[config.mk]
export PLATFORM = sky130hd
export DESIGN_NAME = hazard_control_flat
export DESIGN_NICKNAME = d
export VERILOG_FILES = /design/src/rtl/hazard_control_pkg.sv /design/src/rtl/hazard_control_if.sv /design/src/rtl/hazard_control_sat_counter.sv /design/src/rtl/hazard_control.sv /design/src/flat_wrapper.sv
export SDC_FILE = /design/constraint.sdc
export NUM_CORES = 1
export LEC_CHECK = 0
export CAP_MARGIN = 20
export CORE_AREA = 3 3 72 54
export DETAILED_ROUTE_END_ITERATION = 16
export DIE_AREA = 0 0 75 57
export GPL_ROUTABILITY_DRIVEN = 0
export PLACE_DENSITY = 0.78
export SETUP_SLACK_MARGIN = 0.02
export SLEW_MARGIN = 20
export SYNTH_ARGS = -nofsm -noshare
export SYNTH_HDL_FRONTEND = slang
export SYNTH_SLANG_ARGS = --single-unit
export TNS_END_PERCENT = 1
[constraint.sdc]
create_clock -name clk -period 1.7 [get_ports clk]
set_input_delay 0.34 -clock clk [delete_from_list [all_inputs] [get_ports clk]]
set_output_delay 0.34 -clock clk [all_outputs]
set_load 0.02 [all_outputs]
[src/rtl/hazard_control_pkg.sv]
// Shared core types for the hazard controller.
// Optional PERF_CNT_EN build adds stall/flush counters.
package cpu_pkg;

  typedef enum logic [1:0] {
    RUN      = 2'd0,
    BR_FLUSH = 2'd1,
    MEM_WAIT = 2'd2
  } hz_state_e;

  localparam int REG_W_DEF = 5;
  localparam logic [4:0] XZR_IDX = 5'd31;

endpackage

[src/rtl/hazard_control_if.sv]
// Pipeline <-> hazard controller bundle.
// PERF_CNT_EN gives the counter fields real values.
interface hazard_control_if #(
  parameter int REG_W = 5,
  parameter int CNT_W = 32
);
  logic [REG_W-1:0] id_rn;
  logic [REG_W-1:0] id_rm;
  logic             id_uses_rm;
  logic [REG_W-1:0] ex_rd;
  logic             ex_mem_read;
  logic             br_taken;
  logic             mem_req;
  logic             mem_ready;
  logic             pc_write;
  logic             ifid_write;
  logic             idex_write;
  logic             exmem_write;
  logic             idex_bubble;
  logic             ifid_flush;
  logic             pc_sel_branch;
  logic [CNT_W-1:0] stall_cnt;
  logic [CNT_W-1:0] flush_cnt;

  modport master (
    output id_rn, id_rm, id_uses_rm,
    output ex_rd, ex_mem_read,
    output br_taken, mem_req, mem_ready,
    input  pc_write, ifid_write,
    input  idex_write, exmem_write,
    input  idex_bubble, ifid_flush,
    input  pc_sel_branch,
    input  stall_cnt, flush_cnt
  );

  modport slave (
    input  id_rn, id_rm, id_uses_rm,
    input  ex_rd, ex_mem_read,
    input  br_taken, mem_req, mem_ready,
    output pc_write, ifid_write,
    output idex_write, exmem_write,
    output idex_bubble, ifid_flush,
    output pc_sel_branch,
    output stall_cnt, flush_cnt
  );
endinterface

[src/rtl/hazard_control_sat_counter.sv]
// Saturating up-counter with async active-low clear.
// Instantiated by hazard_control only under PERF_CNT_EN.
module sat_counter #(
  parameter int W = 32
) (
  input  logic         clk,
  input  logic         rst_n,
  input  logic         inc,
  output logic [W-1:0] count
);

  always_ff @(posedge clk or negedge rst_n) begin
    if (!rst_n)
      count <= '0;
    else if (inc && (count != '1))
      count <= count + W'(1);
  end

endmodule

[src/rtl/hazard_control.sv]
// Load-use / branch-flush / memory-wait stall controller.
// Define PERF_CNT_EN to build the stall/flush counters.
module hazard_control
  import cpu_pkg::*;
#(
  parameter int REG_W      = REG_W_DEF,
  parameter int BR_PENALTY = 2,
  parameter int CNT_W      = 32
) (
  input logic             clk,
  input logic             reset_n,
  hazard_control_if.slave hz
);

  hz_state_e  state_q, state_d;
  hz_state_e  ret_q, ret_d;
  hz_state_e  cur;
  logic [1:0] left_q, left_d;
  logic       mem_wait;
  logic       rn_hit;
  logic       rm_hit;
  logic       load_use;

  assign mem_wait = hz.mem_req && !hz.mem_ready;

  // Leaving MEM_WAIT behaves as the interrupted state.
  assign cur = (state_q == MEM_WAIT) ? ret_q : state_q;

  assign rn_hit = hz.ex_rd == hz.id_rn;
  assign rm_hit = hz.id_uses_rm
               && (hz.ex_rd == hz.id_rm);
  assign load_use = hz.ex_mem_read
                 && (hz.ex_rd != REG_W'(XZR_IDX))
                 && (rn_hit || rm_hit);

  always_ff @(posedge clk or negedge reset_n) begin
    if (!reset_n) begin
      state_q <= RUN;
      ret_q   <= RUN;
      left_q  <= '0;
    end else begin
      state_q <= state_d;
      ret_q   <= ret_d;
      left_q  <= left_d;
    end
  end

  always_comb begin
    state_d = state_q;
    ret_d   = ret_q;
    left_d  = left_q;
    if (mem_wait) begin
      state_d = MEM_WAIT;
      if (state_q != MEM_WAIT)
        ret_d = state_q;
    end else if (hz.br_taken) begin
      if (BR_PENALTY > 1) begin
        state_d = BR_FLUSH;
        left_d  = 2'(BR_PENALTY - 1);
      end else begin
        state_d = RUN;
        left_d  = '0;
      end
    end else if (cur == BR_FLUSH) begin
      left_d  = left_q - 2'd1;
      state_d = (left_q == 2'd1) ? RUN
                                 : BR_FLUSH;
    end else begin
      state_d = RUN;
    end
  end

  always_comb begin
    hz.pc_write      = 1'b1;
    hz.ifid_write    = 1'b1;
    hz.idex_write    = 1'b1;
    hz.exmem_write   = 1'b1;
    hz.idex_bubble   = 1'b0;
    hz.ifid_flush    = 1'b0;
    hz.pc_sel_branch = 1'b0;
    if (!reset_n) begin
      hz.pc_write    = 1'b0;
      hz.ifid_write  = 1'b0;
      hz.idex_write  = 1'b0;
      hz.exmem_write = 1'b0;
      hz.idex_bubble = 1'b1;
      hz.ifid_flush  = 1'b1;
    end else if (mem_wait) begin
      hz.pc_write    = 1'b0;
      hz.ifid_write  = 1'b0;
      hz.idex_write  = 1'b0;
      hz.exmem_write = 1'b0;
    end else if (hz.br_taken) begin
      hz.pc_sel_branch = 1'b1;
      hz.ifid_flush    = 1'b1;
      hz.idex_bubble   = 1'b1;
    end else if (cur == BR_FLUSH) begin
      hz.ifid_flush  = 1'b1;
      hz.idex_bubble = 1'b1;
    end else if (load_use) begin
      hz.pc_write    = 1'b0;
      hz.ifid_write  = 1'b0;
      hz.idex_bubble = 1'b1;
    end
  end

`ifdef PERF_CNT_EN
  sat_counter #(.W(CNT_W)) u_stall_cnt (
    .clk   (clk),
    .rst_n (reset_n),
    .inc   (!hz.pc_write),
    .count (hz.stall_cnt)
  );

  sat_counter #(.W(CNT_W)) u_flush_cnt (
    .clk   (clk),
    .rst_n (reset_n),
    .inc   (hz.ifid_flush),
    .count (hz.flush_cnt)
  );
`else
  assign hz.stall_cnt = {CNT_W{1'b0}};
  assign hz.flush_cnt = {CNT_W{1'b0}};
`endif

endmodule

[src/flat_wrapper.sv]
// flat-port wrapper written by rule: the top's interface ports become plain ports
module hazard_control_flat import cpu_pkg::*;
#(
  parameter int REG_W      = REG_W_DEF,
  parameter int BR_PENALTY = 2,
  parameter int CNT_W      = 32
)
  (clk, reset_n, hz_id_rn, hz_id_rm, hz_id_uses_rm, hz_ex_rd, hz_ex_mem_read, hz_br_taken, hz_mem_req, hz_mem_ready, hz_pc_write, hz_ifid_write, hz_idex_write, hz_exmem_write, hz_idex_bubble, hz_ifid_flush, hz_pc_sel_branch, hz_stall_cnt, hz_flush_cnt);
  hazard_control_if #(.REG_W(REG_W), .CNT_W(CNT_W)) hz_i ();
  input logic clk;
  input logic reset_n;
  input wire logic [$bits(hz_i.id_rn)-1:0] hz_id_rn;
  input wire logic [$bits(hz_i.id_rm)-1:0] hz_id_rm;
  input wire logic [$bits(hz_i.id_uses_rm)-1:0] hz_id_uses_rm;
  input wire logic [$bits(hz_i.ex_rd)-1:0] hz_ex_rd;
  input wire logic [$bits(hz_i.ex_mem_read)-1:0] hz_ex_mem_read;
  input wire logic [$bits(hz_i.br_taken)-1:0] hz_br_taken;
  input wire logic [$bits(hz_i.mem_req)-1:0] hz_mem_req;
  input wire logic [$bits(hz_i.mem_ready)-1:0] hz_mem_ready;
  output wire logic [$bits(hz_i.pc_write)-1:0] hz_pc_write;
  output wire logic [$bits(hz_i.ifid_write)-1:0] hz_ifid_write;
  output wire logic [$bits(hz_i.idex_write)-1:0] hz_idex_write;
  output wire logic [$bits(hz_i.exmem_write)-1:0] hz_exmem_write;
  output wire logic [$bits(hz_i.idex_bubble)-1:0] hz_idex_bubble;
  output wire logic [$bits(hz_i.ifid_flush)-1:0] hz_ifid_flush;
  output wire logic [$bits(hz_i.pc_sel_branch)-1:0] hz_pc_sel_branch;
  output wire logic [$bits(hz_i.stall_cnt)-1:0] hz_stall_cnt;
  output wire logic [$bits(hz_i.flush_cnt)-1:0] hz_flush_cnt;
  assign hz_i.id_rn = hz_id_rn;
  assign hz_i.id_rm = hz_id_rm;
  assign hz_i.id_uses_rm = hz_id_uses_rm;
  assign hz_i.ex_rd = hz_ex_rd;
  assign hz_i.ex_mem_read = hz_ex_mem_read;
  assign hz_i.br_taken = hz_br_taken;
  assign hz_i.mem_req = hz_mem_req;
  assign hz_i.mem_ready = hz_mem_ready;
  assign hz_pc_write = hz_i.pc_write;
  assign hz_ifid_write = hz_i.ifid_write;
  assign hz_idex_write = hz_i.idex_write;
  assign hz_exmem_write = hz_i.exmem_write;
  assign hz_idex_bubble = hz_i.idex_bubble;
  assign hz_ifid_flush = hz_i.ifid_flush;
  assign hz_pc_sel_branch = hz_i.pc_sel_branch;
  assign hz_stall_cnt = hz_i.stall_cnt;
  assign hz_flush_cnt = hz_i.flush_cnt;
  hazard_control #(.REG_W(REG_W), .BR_PENALTY(BR_PENALTY), .CNT_W(CNT_W)) u_core (.clk(clk), .reset_n(reset_n), .hz(hz_i));
endmodule
After elaboration in Yosys (flattened, before gate mapping)

Index checks and enable logic that the tools add are counted.

Bits in registers: 6
Bits in latches: 0
RAM bits: 0
Memory bits (read-only): 0
Logic and storage cells: 47
Memories kept: 0

$add $sub $neg: 1
Multiply operators: 0
Divide/modulo/power cells: 0
$lt $le $gt $ge: 0
Eq/ne operators: 7
Shift-type cells: 0
Muxes and demuxes: 26
Bitwise gates (word level): 1
Reductions and logical operators: 9

Operator list:

| operator                                          | number |
|---|---|
| 2-to-1 mux 1 bit                                  | 20 |
| 2-to-1 mux 2 bit                                  | 6 |
| == test 5 bit                                     | 2 |
| inequality test 5 bit (second input constant)     | 1 |
| == test 2 x 1 -> 1 bit (second input constant)    | 2 |
| logical AND 1 bit                                 | 4 |
| AND reduction 2 bit                               | 2 |
| == test 2 bit (second input constant)             | 1 |
| inequality test 2 bit (second input constant)     | 1 |
| nonzero test 2 bit                                | 1 |
| subtractor 2 x 1 -> 2 bit (second input constant) | 1 |
| zero test 1 bit                                   | 1 |
| logical OR 1 bit                                  | 1 |
| NOT 1 bit                                         | 1 |

Longest topological paths before layout

Depth after elaboration: 9
Mapped depth: 5

Least setup slack after synthesis

OpenSTA, ideal clock, no wires.

Path kind: reg-to-output
Start: register u_core.ret_q[1]
End: output port hz_pc_write
Arrival: 1,381 ps
Data required time: 1,360 ps
Setup slack: -21 ps
Stages on the path, launching flop included: 5
Cells stage by stage: dfrtp_1 -> and4bb_4 -> nor3_1 -> a31oi_1 -> buf_4

Cells in the longest elaborated chain, start to end: 6

RTL lines:

| what                           | RTL line             | text |
|---|---|---|
| start, declared                | hazard_control.sv:16 | `hz_state_e ret_q, ret_d;` |
| start signal, assigned         | hazard_control.sv:43 | `ret_q <= ret_d;` |
| 2-to-1 mux 2 bit               | hazard_control.sv:27 | `assign cur = (state_q == MEM_WAIT) ? ret_q : state_q;` |
| == test 2 x 1 -> 1 bit         | hazard_control.sv:97 | `end else if (cur == BR_FLUSH) begin` |
| 2-to-1 mux 1 bit (4 in series) | n/a                  |  |
| end, declared                  | flat_wrapper.sv:20   | `output wire logic [$bits(hz_i.pc_write)-1:0] hz_pc_write;` |

No other way between the ends.

Worst setup path in the final report

Start: register u_core.state_q[1]
End: output port hz_idex_bubble

Cells in the longest elaborated chain, start to end: 7

RTL lines:

| what                     | RTL line             | text |
|---|---|---|
| start, declared          | hazard_control.sv:15 | `hz_state_e state_q, state_d;` |
| start signal, assigned   | hazard_control.sv:42 | `state_q <= state_d;` |
| == test 2 bit            | hazard_control.sv:27 |  |
| 2-to-1 mux 2 bit *       | hazard_control.sv:27 |  |
| == test 2 x 1 -> 1 bit * | hazard_control.sv:97 |  |
| 2-to-1 mux 1 bit *       | hazard_control.sv:97 |  |
| 2-to-1 mux 1 bit *       | hazard_control.sv:93 | `end else if (hz.br_taken) begin` |
| 2-to-1 mux 1 bit *       | hazard_control.sv:88 | `end else if (mem_wait) begin` |
| 2-to-1 mux 1 bit *       | hazard_control.sv:81 | `if (!reset_n) begin` |
| end, declared            | flat_wrapper.sv:24   | `output wire logic [$bits(hz_i.idex_bubble)-1:0] hz_idex_bubble;` |

Mark *: on every way between the ends. The rest lies on a longest branch, timed or not.

==> reports/results.md <==
| Item | Value |
| --- | --- |
| Final Routed Wirelength | 1.87 mm |
| Element type at the critical path end | output pin |
| Fraction of the cycle the final worst path needs | 107% |
| Critical path fanouts, max | 3 |
| Number of buffers and inverters on the critical path | 1 |
| Number of top-level design ports | 93 |
| Wirelength per Cell | 9.50 µm |
| Ratio of cells with drive above 1 in the final layout | 22.0% |
| Max Buffers Root-to-Sink | 2 |
| Largest clock skew in the final design | 2.25 ps |
| Final layout net count | 184 |
| Pre-CTS WS | -779 ps |
| F_max | 552 MHz |
| Internal portion of total power | 496 µW |
| Clock insertion delay at the later pin of the skew report | 210 ps |
| Classification of the worst-slack hold path | register to register |
| GR met2 Demand/Resource | 14.4% |
| Register area share after synthesis | 15.8% |
| Post-detailed-route count of antenna-violating nets | 0 |
| Status | finished with violations |
| Pin count of the biggest net entering global routing | 7 |
| Violations in the final reports | setup timing |
| # rows | 17 |
| Final Hold Fails | 0 |
| Met1 global-route usage | 8.51% |
| Number of clock sinks seen by CTS | 6 |
| Global Route met3 Usage | 1.06% |
| Min Tclk post-route | 1810 ps |
| Mapped cell area | 950 µm² |
| Half-perimeter wire length after detailed placement | 1.64 mm |
| Share of total power in sequential cells | 24.7% |
| Type of the worst setup path | register to output pin |
| Total inserted antenna cells | 0 |
| H-tree levels | 1 |
| Portion of total power attributed to the clock network | 24.5% |
| Wire length of the first global-routing pass | 2.56 mm |
| Antenna violations before repair | 0 |
| First element of the critical path | u_core.state_q[1]$_DFF_PN0_ |
| Hold_ws | 475 ps |
| Overflow left after global routing | 0 |
| Critical register-to-register path startpoint | u_core.state_q[1]$_DFF_PN0_ |
| Max Transition Viols Final | 0 |
| Ordered list of cells on the worst path | and4bb_4 -> o31ai_4 -> nand2_2 -> a31o_1 -> buf_6 |
| Gate Count Post-Synth | 118 |
| Number of global-route vias before repair | 576 |
| Overall die width | 75 µm |
| Number of distinct library cell variants in the gate-level netlist after synthesis | 23 |
| Highest cell delay on the worst timing path | 390 ps |
| TritonCTS clock tree | yes |
| Initial standard-cell utilization of the core | 30.0% |
| Arrival time reported for the critical path endpoint | 1470 ps |
| Setup repair after global routing missed its margin | true |
| Total global routing track utilization | 7.74% |
| Clk pin slew, worst setup/hold paths | 40 ps |
| Core region area | 3170 µm² |
| Leakage dissipation | 0.000638 µW |
| Total iterations of the first detailed-routing run | 4 |
| Maximum vdd ir drop | 0.199 mV |
| Syn Area/Cell | 8.05 µm² |
| Drt first-iter violations | 9 |
| Die area | 4280 µm² |
| DRC violations left | 0 |
| Relative contribution of combinational cells to total power | 50.8% |
| Kind of cell adding the most delay to the critical path | compound AO/OA/AOI/OAI gates |
| Final Worst Setup Slack | -113 ps |
| Max_cap viols | 0 |
| Relative area change from synthesis to final layout | 25.6% |
| Worst Hold Launch | u_core.left_q[1]$_DFFE_PN0P_ |
| CTS Buf Count | 3 |
| Die boundary height | 57 µm |
| Switch Pwr | 330 µW |
| Total of endpoints with negative setup slack in the final report | 3 |
| Required arrival time at the worst endpoint | 1360 ps |
| Number of vias in the routed layout | 659 |
| CTS root buffer | sky130_fd_sc_hd__clkbuf_8 |
| Number of warnings printed during yosys synthesis | 0 |
| GR peak layer | met2 |
| CP max-delay cell | sky130_fd_sc_hd__dfrtp_1 |
| Vias/cell | 3.35 |
| Input/output buffers | 28 |
| Flop and latch count out of synthesis | 6 |
| Startpoint type of the worst setup path | register |
| Switching part of the total | 40.0% |
| Power density over the cells | 693 nW/µm² |
-- cell families after synthesis --
family / Yosys count / synth area share (%)
buffers and inverters: 70 / 53.8
XOR/XNOR: 10 / 9.22
multiplexers: 1 / 1.19
flip-flops: 6 / 15.8
AND/OR/NAND/NOR: 20 / 10.9
other: 1 / 0.395
adder cells (fa/ha/maj): 1 / 1.32
AO/OA/AOI/OAI: 9 / 7.38
-- final cells by class --
| type | instances | area, µm² |
|---|---|---|
| Fill cell | 336 | 1980 |
| Clock buffer | 3 | 41.3 |
| Tap cell | 38 | 47.5 |
| Sequential cell | 6 | 150 |
| Multi-Input combinational cell | 105 | 583 |
| Inverter | 4 | 15.0 |
| Timing Repair Buffer | 41 | 355 |
-- what timing repair did --
action,4_1_cts,5_1_grt
gates resized for setup,61,7
pin swaps,16,5
buffers inserted,2,2
endpoints found under the setup margin,7,5
hold buffers,0,0
-- cell usage after synthesis --
library cell	n	area, µm²
sky130_fd_sc_hd__a21oi_1	2	10.0
sky130_fd_sc_hd__a31o_1	1	8.76
sky130_fd_sc_hd__a31oi_1	1	6.26
sky130_fd_sc_hd__and2b_2	1	8.76
sky130_fd_sc_hd__and4bb_4	1	16.3
sky130_fd_sc_hd__buf_4	66	495
sky130_fd_sc_hd__conb_1	1	3.75
sky130_fd_sc_hd__dfrtp_1	6	150
sky130_fd_sc_hd__ha_1	1	12.5
sky130_fd_sc_hd__inv_1	4	15.0
sky130_fd_sc_hd__mux2_2	1	11.3
sky130_fd_sc_hd__nand2_1	9	33.8
sky130_fd_sc_hd__nand2_2	1	6.26
sky130_fd_sc_hd__nand2b_1	1	6.26
sky130_fd_sc_hd__nand3_1	2	10.0
sky130_fd_sc_hd__nand4_1	1	6.26
sky130_fd_sc_hd__nor2_1	3	11.3
sky130_fd_sc_hd__nor3_1	1	5.00
sky130_fd_sc_hd__o21a_1	1	7.51
sky130_fd_sc_hd__o21ai_0	2	10.0
sky130_fd_sc_hd__o22ai_1	1	6.26
sky130_fd_sc_hd__o31ai_4	1	21.3
sky130_fd_sc_hd__xnor2_1	10	87.6
-- placed cells by master (no fill, tap or decap), drive strengths merged --
cell type and count:
nand4 1, o21ai 2, xnor2 10, dlygate4sd2 10, nor2 3, nor3 1
and2b 1, conb 64, a31o 1, nand2 10, o31ai 1, a31oi 1
ha 1, clkdlybuf4s50 5, clkdlybuf4s15 6, inv 4, clkbuf 3, o21a 1
nand2b 1, a21oi 2, o22ai 1, mux2 1, and4bb 1, dfrtp 6
nand3 2, buf 20
-- power groups by stage --
stage / clock (µW) / combinational, µW / sequential [µW]
floorplan: 0 / 373 / 200
CTS: 208 / 403 / 205
global route: 217 / 459 / 210
detailed placement: 0 / 387 / 206
global placement: 0 / 380 / 202
finish: 202 / 420 / 205
-- worst min-delay path, stage by stage, from the launching register on --
cell	delay, ps
sky130_fd_sc_hd__dfrtp_1	330
sky130_fd_sc_hd__nand2_1	40
sky130_fd_sc_hd__o21ai_0	60
-- per-stage QoR --
stage | power [µW] | instances | utilization (%) | setup TNS (ps) | cell area (µm²)
3_3_place_gp | 582 | 190 | 34.5 | -4310 | 1090
6_report | 827 | 197 | 37.6 | -230 | 1190
3_5_place_dp | 594 | 190 | 34.5 | -4450 | 1090
4_1_cts | 816 | 195 | 36.8 | -389 | 1160
2_1_floorplan | 573 | 181 | - | 0 | 1190
5_1_grt | 885 | 197 | 37.6 | -397 | 1190
-- flip-flops by register name (all words and copies together), names as in the netlist --
name	cells
u_core.left_q	2
u_core.ret_q	2
u_core.state_q	2
-- worst paths after layout --
check                                                    end  slack [ps]  cells past startpoint
max in group asynchronous        u_core.ret_q[0]$_DFFE_PN0P_        1020                      2
min in group asynchronous        u_core.state_q[0]$_DFF_PN0_         560                      2
worst min-delay path            u_core.left_q[1]$_DFFE_PN0P_         480                      2
worst max-delay path                          hz_idex_bubble        -110                      5
worst min register to register  u_core.left_q[1]$_DFFE_PN0P_         480                      2
worst max register to register  u_core.left_q[0]$_DFFE_PN0P_          70                      6
-- per-layer routing --
layer / share of wire, % / up-vias
li1: - / 327
met1: 32 / 300
met2: 61 / 30
met3: 6.0 / 2
met4: 0.75 / 0
met5: 0 / -
Power figures use the tool's default switching activity.
==> variant 1, RTL diff (same flow settings) <==
Set the package constant `REG_W_DEF` to 4 (it was 5).
--- a/src/rtl/hazard_control_pkg.sv
+++ b/src/rtl/hazard_control_pkg.sv
@@ -8,7 +8,7 @@
     MEM_WAIT = 2'd2
   } hz_state_e;
 
-  localparam int REG_W_DEF = 5;
+  localparam int REG_W_DEF = 4;
   localparam logic [4:0] XZR_IDX = 5'd31;
 
 endpackage
Interface: changed (resized hz_ex_rd, hz_id_rm and hz_id_rn); port bits go from 93 to 90. The function was not compared with the original's and may differ.
==> variant 1 against the original RTL <==
- the run still ends with setup timing left
- register-to-register slack better by 0.08 ns
- die area unchanged
- sequential cell count unchanged
- worst hold slack worse by 0.23 ns
- synthesized area down 3.3%
- critical path depth unchanged
- final area down 10%
- power down 2.6%
- clock power up 9%
- wire length down 9.0%
- worst setup slack better by 0.032 ns
==> variant 1: results (changes against the original RTL) <==
violations: "setup timing"
cellPowerDensity_nw_per_um2: 751  # +8.3%
worst_slack_ns: -0.0809  # +0.0320 ns
netlist_top_cells_count: "66 x buf_4, 8 x nand2_1, 8 x xnor2_1"
yosys.cell_types.count: 21  # -8.7%
arrival_ns: 1.44  # -0.03 ns
drive_gt1_share_pct: 19.0  # -3.0 points
met1Wirelength_microns: 583  # -4.1%
finalSetupViolCount: 4  # +1
vdd_drop_max_mv: 0.172  # -14%
dr.first_iter.drc_count: 33  # +24
outcome: "complete, but fails checks"
first_global_vias: 517  # -10%
synth_area_leaders: "buf_4 54%, dfrtp_1 16%, xnor2_1 7.6%"
r2r_start: "u_core.state_q[0]$_DFF_PN0_"
hold_class: "in -> async"
setup_tns_ns: -0.280  # -0.0496 ns
dp_worst_setup_slack_ns: -0.820  # -0.0406 ns
hold_ws_ns: 0.250  # -0.225 ns
synthCells: 114  # -3.4%
seq_area_frac_synth_pct: 16.3  # +0.54 points
vias: 602  # -8.6%
skew_ns: 0.00567  # +0.00343 ns
p_leak_nw: 0.600  # -6.1%
reg2regPathDepth: 5  # -1
met3_usage_pct: 2.11  # +1.1 points
[variant 1: what timing repair did]
item / 4_1_cts / 5_1_grt
setup buffers: 1 / 0
hold buffers: 0 / 0
endpoints found under the setup margin: 7 / 7
resized for setup: 55 / 3
pin swaps: 16 / 4
[variant 1: where the power goes]
group          internal [W]  switching (W)  total (W)
registers          0.000180      0.0000205   0.000201
clock network      0.000153      0.0000669   0.000220
logic              0.000146       0.000240   0.000385
total              0.000479       0.000327   0.000806
[variant 1: final cells by class]
type / instances / area share, %
inverters: 4 / 1.40
multi-input cells: 101 / 49.8
clock buffers: 3 / 3.85
well taps: 38 / 4.43
flip-flops and latches: 6 / 14.0
repair buffers: 33 / 26.5
[variant 1: critical path, stage by stage, from the launching register on]
cell and delay, ns:
dfrtp_1 0.38, and4bb_1 0.32, nor3_4 0.06, buf_4 0.14, a21oi_4 0.17, buf_6 0.14
[variant 1: how the worst max path moves through the flow]
| stage | to | slack, ns | cells past startpoint |
|---|---|---|---|
| global route | hz_idex_bubble | -0.16 | 5 |
| CTS | hz_pc_write | -0.09 | 5 |
| finish | hz_pc_write | -0.08 | 5 |
| detailed placement | hz_idex_bubble | -0.82 | 6 |
| floorplan | hz_pc_write | 0.06 | 4 |
| global placement | hz_idex_bubble | -0.78 | 6 |
[variant 1: cell families (layout without fill, tap and decap cells)]
kind of cell    count (synthesis)  count (layout)  synth area share [%]
buf+inv                        70              40                  55.6
mux                             2               2                  2.72
other cells                     1              64                 0.408
compound gates                  6               6                  3.81
flops                           6               6                  16.3
xor+xnor                        8               8                  7.63
fa+ha+maj                       1               1                  1.36
simple gates                   20              20                  12.1
==> variant 2, RTL diff (config.mk and constraints unchanged) <==
Without the edit above. The 3 states of `hz_state_e` get a one-hot encoding in 3 bits.
--- a/src/rtl/hazard_control_pkg.sv
+++ b/src/rtl/hazard_control_pkg.sv
@@ -2,10 +2,10 @@
 // Optional PERF_CNT_EN build adds stall/flush counters.
 package cpu_pkg;
 
-  typedef enum logic [1:0] {
-    RUN      = 2'd0,
-    BR_FLUSH = 2'd1,
-    MEM_WAIT = 2'd2
+  typedef enum logic [2:0] {
+    RUN      = 3'b001,
+    BR_FLUSH = 3'b010,
+    MEM_WAIT = 3'b100
   } hz_state_e;
 
   localparam int REG_W_DEF = 5;
Behaviour: no difference found for any inputs over 10 cycles, from zero or initial values and one cycle with reset_n low; not proved beyond that.
==> variant 2 against the original RTL <==
- the run still ends with setup timing left
- via count rose by 14%
- final area grew 5.2%
- worst setup slack lost 0.22 ns
- synthesized area rose by 8.0%
- power decreased by 2.4%
- sequential share of layout area increased by 3.6 points
- wire length rose by 16%
- sequential cell count up 2
- count of clock-buffer cells in the layout is the same
- highest routed layer unchanged
==> variant 2: results (changes against the original RTL) <==
outcome: "complete, but fails checks"
violations: "setup timing"
hold_class: "in -> async"
seq_area_frac_synth_pct: 19.8  # +3.9 points
critical-path-slowest-cell: "dfstp_2"
reg.largest.list: "u_core.ret_q (3), u_core.state_q (3), u_core.left_q (2)"
synth_area_leaders: "buf_4 48%, dfrtp_1 15%, xor2_1 7.7%"
grt_pass1_wl_microns: 2800  # +9.5%
fillCellCount: 328  # -2.4%
finalSetupViolCount: 5  # +2
placed_area_sq_um: 1210  # +11%
p_leak_nw: 0.682  # +6.9%
worst_slack_ns: -0.329  # -0.216 ns
synth_compound_area_share_pct: 9.63  # +2.3 points
r2r_end: "u_core.state_q[1]$_DFF_PN0_"
crit_path_start: "u_core.state_q[0]$_DFF_PN1_"
synthXorXnorAreaFrac_pct: 8.54  # -0.69 points
vias_per_cell: 3.61  # +8.0%
crit_path_max_incr_delay_ns: 0.54  # +0.15 ns
crit_path_end: "hz_pc_write"
nets: 194  # +5.4%
dp.cells: 202  # +6.3%
fin_area_sq_um: 1250  # +5.2%
rrSetupSlack_ns: 0.17  # +0.10 ns
synthMuxAreaShare_pct: 0  # -1.2 points
dp_worst_setup_slack_ns: -1.05  # -0.267 ns
hpwl_microns: 1830  # +12%
skew_ns: 0.00454  # +0.00229 ns
grt_antenna_before_repair: 0  # unchanged
netlist_top_cells_count: "66 x buf_4, 9 x xor2_1, 6 x dfrtp_1, 6 x nor2_1"
grt_overflow: 0  # unchanged
synth_fa_ha_area_share_pct: 1.22  # -0.098 points
insertion_delay_ns: 0.23  # +0.02 ns
routed_wl_microns: 2170  # +16%
met1_usage_pct: 10.8  # +2.3 points
grt_usage_pct: 8.58  # +0.84 points
first_global_vias: 615  # +6.8%
arrival_ns: 1.69  # +0.22 ns
vias: 748  # +14%
vdd_drop_max_mv: 0.200  # +0.37%
met3_usage_pct: 1.76  # +0.70 points
yosys.cell_types.count: 29  # +26%
==> variant 2: cell types whose count changed after synthesis, sizes merged, moves of 3 or more <==
cell | unedited run | this run
xor2 | 0 | 9
nand2 | 10 | 2
nor3 | 1 | 4
xnor2 | 10 | 1
nor2 | 3 | 6
==> variant 2: metrics by stage <==
| stage | hold WS [ns] | TNS [ns] |
|---|---|---|
| detailed placement | 0.481 | -5.39 |
| CTS | 0.462 | -1.66 |
| global placement | 0.474 | -5.16 |
| global route | 0.471 | -1.42 |
| finish | 0.467 | -1.11 |
| floorplan | 0.0444 | -0.347 |
==> variant 2: cell type report <==
type	instances	area share [%]
clock buffer	3	3.29
sequential	8	16.2
inverter	4	1.20
timing repair buffer	45	29.8
multi-input combinational	109	45.8
tap	38	3.79
==> variant 2: cells by family after synthesis <==
logic type	Yosys count
buffers and inverters	70
and+or+nand+nor	21
xor gates and xnor gates	10
AOI/OAI and AO/OA	13
adders and majority gates	1
DFF	8
other	1
==> variant 2: power by group <==
group	leakage [nW]	internal, W	switching (W)
sequential	0.0943	0.000217	0.0000152
combinational	0.567	0.000124	0.000227
clock	0.0216	0.000153	0.0000704
total	0.682	0.000494	0.000313
==> variant 2: worst max-delay path: cells and delay by family, from the launching register on <==
kind            cells  cell delay, ns
simple gates        1            0.05
buf+inv             1            0.15
flops               1            0.54
compound gates      2            0.72
==> variant 2: layer usage <==
metal  up-vias  routed length (microns)
li1        369                        -
met1       342                      827
met2        35                     1170
met3         2                      151
met4         0                       19
met5         -                        0
==> variant 2: how the worst min path moves through the flow <==
stage | slack [ns] | to | startpoint
finish | 0.47 | u_core.ret_q[1]$_DFFE_PN0P_ | reset_n
global route | 0.47 | u_core.ret_q[1]$_DFFE_PN0P_ | reset_n
CTS | 0.46 | u_core.ret_q[1]$_DFFE_PN0P_ | reset_n
detailed placement | 0.48 | u_core.left_q[1]$_DFFE_PN0P_ | u_core.left_q[1]$_DFFE_PN0P_
global placement | 0.47 | u_core.left_q[1]$_DFFE_PN0P_ | u_core.left_q[1]$_DFFE_PN0P_
floorplan | 0.04 | u_core.left_q[0]$_DFFE_PN0P_ | reset_n
==> variant 2: timing repair <==
| item | in CTS | in global routing |
|---|---|---|
| buffers inserted | 1 | 1 |
| setup endpoints to repair | 7 | 7 |
| pin swaps | 10 | 1 |
| gates resized for setup | 59 | 10 |
